`src/rtl/riscv_ctrl_pkg.sv`:
```
// Shared definitions for the multicycle RISC-V control path: opcodes,
// ALU operation and operand-select codes, and the control FSM state encoding.
package riscv_ctrl_pkg;

  localparam logic [6:0] OP_R      = 7'b0110011;
  localparam logic [6:0] OP_I      = 7'b0010011;
  localparam logic [6:0] OP_LOAD   = 7'b0000011;
  localparam logic [6:0] OP_STORE  = 7'b0100011;
  localparam logic [6:0] OP_BRANCH = 7'b1100011;

  localparam logic [1:0] ALUOP_ADD   = 2'b00;
  localparam logic [1:0] ALUOP_SUB   = 2'b01;
  localparam logic [1:0] ALUOP_FUNCT = 2'b10;

  localparam logic [1:0] SRCB_RS2  = 2'b00;
  localparam logic [1:0] SRCB_FOUR = 2'b01;
  localparam logic [1:0] SRCB_IMM  = 2'b10;

  typedef enum logic [3:0] {
    S_FETCH    = 4'd0,
    S_DECODE   = 4'd1,
    S_EXEC_R   = 4'd2,
    S_EXEC_I   = 4'd3,
    S_MEM_ADDR = 4'd4,
    S_MEM_RD   = 4'd5,
    S_MEM_WR   = 4'd6,
    S_WB_ALU   = 4'd7,
    S_WB_MEM   = 4'd8,
    S_BRANCH   = 4'd9,
    S_TRAP     = 4'd10
  } state_t;

  // States that stall on a memory-ready handshake.
  function automatic logic is_wait_state(input state_t s);
    return (s == S_FETCH) || (s == S_MEM_RD) || (s == S_MEM_WR);
  endfunction

endpackage

```
`src/rtl/multicycle_control.sv`:
```
// Multicycle main control FSM for the RV32 datapath.
//
//   state    | meaning
//   ---------+---------------------------------------------------------
//   FETCH    | request instruction, PC+4 and IR load when imem_ready
//   DECODE   | opcode/funct legality check, branch target into ALUOut
//   EXEC_R   | register-register ALU operation
//   EXEC_I   | register-immediate ALU operation
//   MEM_ADDR | effective address for lw/sw
//   MEM_RD   | data read, held until dmem_ready
//   MEM_WR   | data write, held until dmem_ready
//   WB_ALU   | write ALUOut to rd
//   WB_MEM   | write load data to rd
//   BRANCH   | beq compare, conditional PC update
//   TRAP     | illegal instruction or memory timeout, held until reset
module multicycle_control
  import riscv_ctrl_pkg::*;
#(
  parameter int unsigned WAIT_MAX = 255,
  parameter int unsigned WAIT_W   = 8
) (
  input  logic        clk,
  input  logic        reset,
  input  logic [31:0] instr,
  input  logic        imem_ready,
  input  logic        dmem_ready,
  output logic [1:0]  ALUOp,
  output logic [3:0]  Funct,
  output logic        ALUSrcA,
  output logic [1:0]  ALUSrcB,
  output logic        imem_req,
  output logic        IRWrite,
  output logic        PCWrite,
  output logic        PCWriteCond,
  output logic        MemRead,
  output logic        MemWrite,
  output logic        MemtoReg,
  output logic        RegWrite,
  output logic        illegal,
  output logic [3:0]  state
);

  localparam logic              TIMEOUT_EN = (WAIT_MAX != 0);
  localparam logic [WAIT_W:0]   WAIT_LIM   = (WAIT_W+1)'(WAIT_MAX);

  state_t            cur, nxt;
  logic [31:0]       ir;
  logic [WAIT_W-1:0] wait_cnt;
  logic [WAIT_W:0]   wait_cnt_inc;
  logic              ready_now;
  logic              waiting;
  logic              timeout;
  logic [3:0]        funct_r;
  logic [2:0]        funct3;
  logic              r_ok;
  logic              i_ok;
  logic              unused_ir_bits;

  assign funct3         = ir[14:12];
  assign funct_r        = {ir[30], ir[14:12]};
  assign unused_ir_bits = ^{ir[31], ir[29:15], ir[11:7]};
  assign state          = cur;
  assign wait_cnt_inc   = {1'b0, wait_cnt} + {{WAIT_W{1'b0}}, 1'b1};

  // Stall detection and timeout: trap once the stalled-cycle count would hit WAIT_MAX.
  always_comb begin
    ready_now = (cur == S_FETCH) ? imem_ready : dmem_ready;
    waiting   = is_wait_state(cur) && !ready_now;
    timeout   = TIMEOUT_EN && waiting && (wait_cnt_inc == WAIT_LIM);
    r_ok      = (funct_r == 4'b0000) || (funct_r == 4'b1000) ||
                (funct_r == 4'b0111) || (funct_r == 4'b0110);
    i_ok      = (funct3 == 3'b000) || (funct3 == 3'b111) || (funct3 == 3'b110);
  end

  // State register.
  always_ff @(posedge clk) begin
    if (reset) cur <= S_FETCH;
    else       cur <= nxt;
  end

  // Instruction register, loaded only on an accepted fetch.
  always_ff @(posedge clk) begin
    if (reset)                              ir <= '0;
    else if (cur == S_FETCH && imem_ready)  ir <= instr;
  end

  // Wait counter: clears on any state change, saturates rather than wraps.
  always_ff @(posedge clk) begin
    if (reset)                                        wait_cnt <= '0;
    else if (cur != nxt)                              wait_cnt <= '0;
    else if (waiting && wait_cnt != {WAIT_W{1'b1}})   wait_cnt <= wait_cnt_inc[WAIT_W-1:0];
  end

  // Next-state logic.
  always_comb begin
    nxt = cur;
    case (cur)
      S_FETCH: begin
        if (imem_ready)   nxt = S_DECODE;
        else if (timeout) nxt = S_TRAP;
      end
      S_DECODE: begin
        case (ir[6:0])
          OP_R:               nxt = r_ok ? S_EXEC_R : S_TRAP;
          OP_I:               nxt = i_ok ? S_EXEC_I : S_TRAP;
          OP_LOAD, OP_STORE:  nxt = S_MEM_ADDR;
          OP_BRANCH:          nxt = (funct3 == 3'b000) ? S_BRANCH : S_TRAP;
          default:            nxt = S_TRAP;
        endcase
      end
      S_EXEC_R:   nxt = S_WB_ALU;
      S_EXEC_I:   nxt = S_WB_ALU;
      S_MEM_ADDR: nxt = (ir[6:0] == OP_STORE) ? S_MEM_WR : S_MEM_RD;
      S_MEM_RD: begin
        if (dmem_ready)   nxt = S_WB_MEM;
        else if (timeout) nxt = S_TRAP;
      end
      S_MEM_WR: begin
        if (dmem_ready)   nxt = S_FETCH;
        else if (timeout) nxt = S_TRAP;
      end
      S_WB_ALU:   nxt = S_FETCH;
      S_WB_MEM:   nxt = S_FETCH;
      S_BRANCH:   nxt = S_FETCH;
      S_TRAP:     nxt = S_TRAP;
      default:    nxt = S_TRAP;
    endcase
  end

  // Moore output decode; FETCH IR/PC loads follow imem_ready; reset kills all write strobes.
  always_comb begin
    ALUOp       = ALUOP_ADD;
    Funct       = 4'b0000;
    ALUSrcA     = 1'b0;
    ALUSrcB     = SRCB_RS2;
    imem_req    = 1'b0;
    IRWrite     = 1'b0;
    PCWrite     = 1'b0;
    PCWriteCond = 1'b0;
    MemRead     = 1'b0;
    MemWrite    = 1'b0;
    MemtoReg    = 1'b0;
    RegWrite    = 1'b0;
    illegal     = 1'b0;
    case (cur)
      S_FETCH: begin
        imem_req = 1'b1;
        ALUSrcB  = SRCB_FOUR;
        IRWrite  = imem_ready;
        PCWrite  = imem_ready;
      end
      S_DECODE: ALUSrcB = SRCB_IMM;
      S_EXEC_R: begin
        ALUSrcA = 1'b1;
        ALUOp   = ALUOP_FUNCT;
        Funct   = funct_r;
      end
      S_EXEC_I: begin
        ALUSrcA = 1'b1;
        ALUSrcB = SRCB_IMM;
        ALUOp   = ALUOP_FUNCT;
        Funct   = {1'b0, funct3};
      end
      S_MEM_ADDR: begin
        ALUSrcA = 1'b1;
        ALUSrcB = SRCB_IMM;
      end
      S_MEM_RD: MemRead  = 1'b1;
      S_MEM_WR: MemWrite = 1'b1;
      S_WB_ALU: RegWrite = 1'b1;
      S_WB_MEM: begin
        RegWrite = 1'b1;
        MemtoReg = 1'b1;
      end
      S_BRANCH: begin
        ALUSrcA     = 1'b1;
        ALUOp       = ALUOP_SUB;
        PCWriteCond = 1'b1;
      end
      S_TRAP:  illegal = 1'b1;
      default: illegal = 1'b1;
    endcase
    if (reset) begin
      IRWrite     = 1'b0;
      PCWrite     = 1'b0;
      PCWriteCond = 1'b0;
      MemRead     = 1'b0;
      MemWrite    = 1'b0;
      RegWrite    = 1'b0;
    end
  end

endmodule

```
`config.mk`:
```
export PLATFORM = sky130hd
export DESIGN_NAME = multicycle_control
export DESIGN_NICKNAME = d
export VERILOG_FILES = /design/src/rtl/riscv_ctrl_pkg.sv /design/src/rtl/multicycle_control.sv
export SDC_FILE = /design/constraint.sdc
export NUM_CORES = 1
export LEC_CHECK = 0
export CAP_MARGIN = 20
export CORE_MARGIN = 1
export CORE_UTILIZATION = 40
export CTS_CLUSTER_SIZE = 20
export DETAILED_ROUTE_END_ITERATION = 6
export GPL_TIMING_DRIVEN = 0
export PLACE_DENSITY = 0.73
export SYNTH_ARGS = -nofsm -noshare
export SYNTH_HDL_FRONTEND = slang
export SYNTH_SLANG_ARGS = --single-unit
```
`constraint.sdc`:
```
create_clock -name clk -period 2.9 [get_ports clk]
set_input_delay 0.435 -clock clk [delete_from_list [all_inputs] [get_ports clk]]
set_output_delay 0.435 -clock clk [all_outputs]
set_load 0.005 [all_outputs]
```
Yosys cells after proc, flatten, opt, wreduce, memory -nomap -nowiden
Index checks and enable logic that the tools add are counted.

cells by class
  $add $sub $neg = 1
  equal/unequal tests = 22
  multiplexer cells = 28
  reduce and logical (&&, ||, !) cells = 23

operators by type and width
  cell                                                                    number
  4-bit one-hot mux with 7 select lines                                   1
  4-bit by 3-bit equality test with 1-bit output (second input constant)  6
  4-bit two-way mux                                                       6
  4-bit one-hot mux with 4 select lines                                   1
  1-bit two-way mux                                                       15
  7-bit by 6-bit equality test with 1-bit output (second input constant)  2
  4-bit equality test (second input constant)                             3
  10-bit OR reduction                                                     1
  8-bit by 1-bit adder with 9-bit output (second input constant)          1
  9-bit by 8-bit equality test with 1-bit output (second input constant)  1
  4-bit by 2-bit equality test with 1-bit output (second input constant)  2
  4-bit logical NOT                                                       2
  8-bit != test (second input constant)                                   1
  2-bit one-hot mux with 2 select lines                                   2
  4-bit one-hot mux with 2 select lines                                   1
  2-bit OR reduction                                                      4
  7-bit by 2-bit equality test with 1-bit output (second input constant)  1
  7-bit by 5-bit equality test with 1-bit output (second input constant)  1
  7-bit equality test (second input constant)                             1
  1-bit logical OR                                                        7
  3-bit equality test (second input constant)                             2
  3-bit OR reduction                                                      2
  4-bit by 1-bit equality test with 1-bit output (second input constant)  1
  1-bit logical AND                                                       4
  other kinds (5)                                                         6

storage, ports and cells
  register bits after elaboration = 43
  input port bits = 36
  output and inout port bits = 22
  word-level logic and storage cells = 77

Logic depth before layout (Yosys ltp)
  word-level depth = 10
  mapped depth = 7
  depth with buffers taken out = 7

Least setup slack after synthesis
No wires, ideal clock.

  path type = register -> register
  start point = reg wait_cnt[0]
  end point = reg wait_cnt[0]
  data arrival time = 2.080 ns
  setup slack = 0.681 ns
  cell stages (with the launch flop) = 8
  path buffers = 0
  clock period less this slack = 2.219 ns
  path through = dfxtp_1 ha_1 xnor2_1 or4b_1 a211oi_2 nor3_1 o41ai_4 nor3_1

on the way
  word-level cells in the longest chain between the ends = 8
  elaborated cells between the ends (all ways) = 12
  classes of those cells = add/sub: 1; eq/ne: 3; mux: 5; reduce/logical: 3

ends and longest elaborated chain
  what                                            line                                                                             RTL
  start, declared                                 multicycle_control.sv:48                                                         logic [WAIT_W-1:0] wait_cnt;
  start signal, assigned                          multicycle_control.sv:91                                                         else if (waiting && wait_cnt != {WAIT_W{1'b1}}) wait_cnt <= wait_cnt_inc[WAIT_W-1:0];
  8-bit by 1-bit adder with 9-bit output          multicycle_control.sv:63                                                         assign wait_cnt_inc = {1'b0, wait_cnt} + {{WAIT_W{1'b0}}, 1'b1};
  9-bit by 8-bit equality test with 1-bit output  multicycle_control.sv:69                                                         timeout = TIMEOUT_EN && waiting && (wait_cnt_inc == WAIT_LIM);
  1-bit logical AND                               multicycle_control.sv:69
  4-bit two-way mux                               multicycle_control.sv:100, multicycle_control.sv:116, multicycle_control.sv:120
  4-bit two-way mux (on tied branches)            multicycle_control.sv:119, multicycle_control.sv:99, multicycle_control.sv:115
  4-bit one-hot mux with 7 select lines           multicycle_control.sv:97                                                         case (cur)
  4-bit != test                                   multicycle_control.sv:90                                                         else if (cur != nxt) wait_cnt <= '0;
  2-bit OR reduction (no line)                    --

Parallel ways exist; a longest one is shown, timed or not.
A chain may end at the register's enable or synchronous reset.

Worst setup path after layout
  start point = reg cur[2] (netlist: state[2])
  end point = out PCWrite

on the way
  word-level cells in the longest chain between the ends = 3

ends and longest elaborated chain
  what                    line                       RTL
  start, declared         multicycle_control.sv:46   state_t cur, nxt;
  start signal, assigned  multicycle_control.sv:78   else cur <= nxt;
  4-bit logical NOT       multicycle_control.sv:145  case (cur)
  1-bit two-way mux       multicycle_control.sv:145
  1-bit two-way mux       multicycle_control.sv:183  if (reset) begin
  end, declared           multicycle_control.sv:33   output logic PCWrite,

Every way passes these cells.

==> reports/metrics.cfg <==
[outcome]
status=completed

[critical_path]
worstPathRequired_ps=2470
startpoint_type=flop
rrSetupSlack_ps=360
crit_type=flop to primary output
cp_max_fo=10
end_kind=primary output
arrival_ps=2340

[pwr]
clkPwrFrac_pct=13.3
p_sw_share_pct=41.91
internal_power_mw=0.8627
pwr-share-seq_pct=31.0
power_density_nw_per_um2=752.2
vdd_ir_drop_max_v=0.0004287
p_switching_mw=0.6225
leakagePower_nw=0.6647
combPwrFrac_pct=55.7

[drt]
drc_errors=0
routed_wl_um=3697
avgViaCountPerCell=5.472
antenna_left=0
wl_per_cell_um=13.11
drt-initial-drc-count=103
num_vias=1543
firstDrtPassIters=5

[sta]
worst_pin_slew_ps=626.7
max_slew_margin_pct=58.22
slew_violations=0
min_period_over_period_pct=95.56
setup_ws_ps=128.8
setup_violations=0
grt_setup_unrepaired=false
finalCriticalPeriod_ps=2771
skew_ps=8.920
fmax_mhz=360.9
tns_ps=0
hold_violations=0

[clock_network]
cts_sinks=23
clock_latency_ps=260
path_clk_slew_ps=80
htree_levels=1
clock_path_buffers=2
cts_tree=built
clock_tree.root_cell=clkbuf_8
numCtsBuffers=3
postCtsHoldBufs=0

[floorplan]
die_height_um=63.24
initial_core_util_pct=43.25
num_io_pins=58
coreArea_um2=3468
rows=21
fp.dieW_um=63.24
die_area_um2=3999

[grt]
overflow=0
grt_pass1_wl_um=6085
grt_usage_pct=18.94
grt_pass1_vias=1324
grt_max_degree=13
antenna_found_initial=0

[cells_and_area]
diodes=0
syn2layout_area_growth_pct=31.61
fill_cells=340
layout-drive-gt1-share_pct=8.475
nNetsFinal=275

[synthesis]
synthCells=196
syn-cell-area_um2=1500
synth_area_leader_cell=dfxtp_1
ys_types=45
synth_area_per_cell_um2=7.654
synth_edf_count=0
synth_seq_area_share_pct=30.69
synth_area_leaders=dfxtp_1, nand2_1, nor3_1
synth_seq_cells=23
yosys_warnings=0
synthArstFlopShare_pct=0
syn_nets=234
synth-main-ff-cell=dfxtp_1
yosysTopAreaCellShare_pct=30.69

[placed_design]
io_buffers=36
place_ws_ps=114.8
place_hpwl_um=2767
gp_congestion=0.8430

[run]
maxCapViolations=0

[hold_path]
hold_path.class=flop to flop

## layout by cell type, fill, tap and decap left out, types with 2 or more instances in the layout
| cell | synthesis | layout |
|---|---|---|
| clkdlybuf4s50_1 | 0 | 36 |
| nand2_1 | 30 | 30 |
| dfxtp_1 | 23 | 23 |
| nor3_1 | 20 | 19 |
| a21oi_1 | 19 | 19 |
| nor2_1 | 14 | 13 |
| nand3_1 | 9 | 9 |
| clkbuf_1 | 10 | 8 |
| nand2b_1 | 5 | 5 |
| and3_1 | 5 | 5 |
| inv_1 | 4 | 4 |
| xor2_1 | 4 | 4 |
| nor4_1 | 3 | 3 |
| o21a_1 | 3 | 3 |
| o21ai_0 | 3 | 3 |
| xnor2_1 | 3 | 3 |
| a211oi_1 | 3 | 3 |
| clkbuf_8 | 0 | 3 |
| clkbuf_2 | 0 | 2 |
| nor3_2 | 1 | 2 |
| and2_1 | 2 | 2 |
| nor2b_1 | 2 | 2 |
| o21ai_1 | 2 | 2 |
| mux2i_1 | 2 | 2 |
| a31oi_1 | 2 | 2 |
| nor4bb_1 | 2 | 2 |
| nand4_1 | 2 | 2 |
| a211oi_2 | 2 | 2 |
| ha_1 | 2 | 2 |
## logic make-up (layout without fill, tap and decap cells)
group / Yosys count / in the layout / share of synthesized area, %
AO/OA/AOI/OAI: 42 / 42 / 21.02
XOR/XNOR: 7 / 7 / 4.087
adder cells (fa/ha/maj): 2 / 2 / 1.668
buffers and inverters: 17 / 57 / 4.503
flip-flops: 23 / 23 / 30.69
multiplexers: 2 / 2 / 1.334
AND/OR/NAND/NOR: 103 / 103 / 36.70
## cells in the mapped netlist, drive strengths merged (2+ instances only)
master  instances
nand2          30
dfxtp          23
nor3           21
a21oi          19
nor2           14
clkbuf         10
nand3           9
a211oi          5
and3            5
inv             5
nand2b          5
o21ai           5
xor2            4
and2            3
nor4            3
o21a            3
xnor2           3
a31oi           2
buf             2
ha              2
mux2i           2
nand4           2
nor2b           2
nor4bb          2
or2             2
or4b            2
## power by group through the flow
stage / sequential (mW) / clock (mW) / combinational [mW]
final: 0.461 / 0.197 / 0.827
after global routing: 0.474 / 0.217 / 0.907
after CTS: 0.461 / 0.202 / 0.823
after detailed placement: 0.468 / 0 / 0.811
after global placement: 0.465 / 0 / 0.805
after floorplan: 0.449 / 0 / 0.525
## area by class of cell
type,count,area [um2],share of cell area (%)
repair buffers,36,360.3,18.25
multi-input cells,156,979.7,49.62
inverters,5,18.77,0.9506
flip-flops and latches,23,460.4,23.32
clock buffers,4,45.04,2.281
well taps,46,57.56,2.915
plain buffers,12,52.55,2.662
## critical path: stages, from the launching register on
cell	delay, ps
dfxtp_1	400
or2_1	250
clkbuf_1	210
nor3_2	180
nand2_1	120
buf_2	200
nor2_2	120
buf_4	110
clkdlybuf4s50_1	480
## what timing repair did
item / 4_1_cts / 5_1_grt
pin swaps: 0 / 0
setup buffers: 0 / 0
resized for setup: 4 / 2
gates cloned: 0 / 0
endpoints found under the setup margin: 2 / 1
## metrics by stage
step	util (%)	area [um2]	hold WS, ps	instances	total power, mW
finish	56.93	1974	468.6	282	1.485
global route	56.93	1974	486.4	282	1.598
CTS	56.85	1972	473.3	282	1.487
detailed placement	55.30	1918	463.1	278	1.279
global placement	55.30	1918	456.6	278	1.270
floorplan	-	1500	445.1	196	0.9739
## final timing paths
check	from	end	depth (start not counted)
setup / recovery	state[2]	PCWrite	8
hold / removal	ir[2]	ir[2]	2
setup reg to reg	wait_cnt[0]	wait_cnt[1]	7
hold reg to reg	ir[2]	ir[2]	2
## per-layer routing
metal / part of all wire, % / vias to the layer above / GRT usage [%]
met4: 1.6 / 0 / 6.818
met3: 5.0 / 7 / 3.442
li1: - / 779 / -
met2: 44 / 40 / 30.65
met1: 49 / 717 / 24.97
met5: 0 / - / 0
## state kept, by name (all words and copies together), names as in the netlist
signal / flops
state: 4
ir: 11
wait_cnt: 8
No activity file was read; power rests on OpenSTA's default activity.
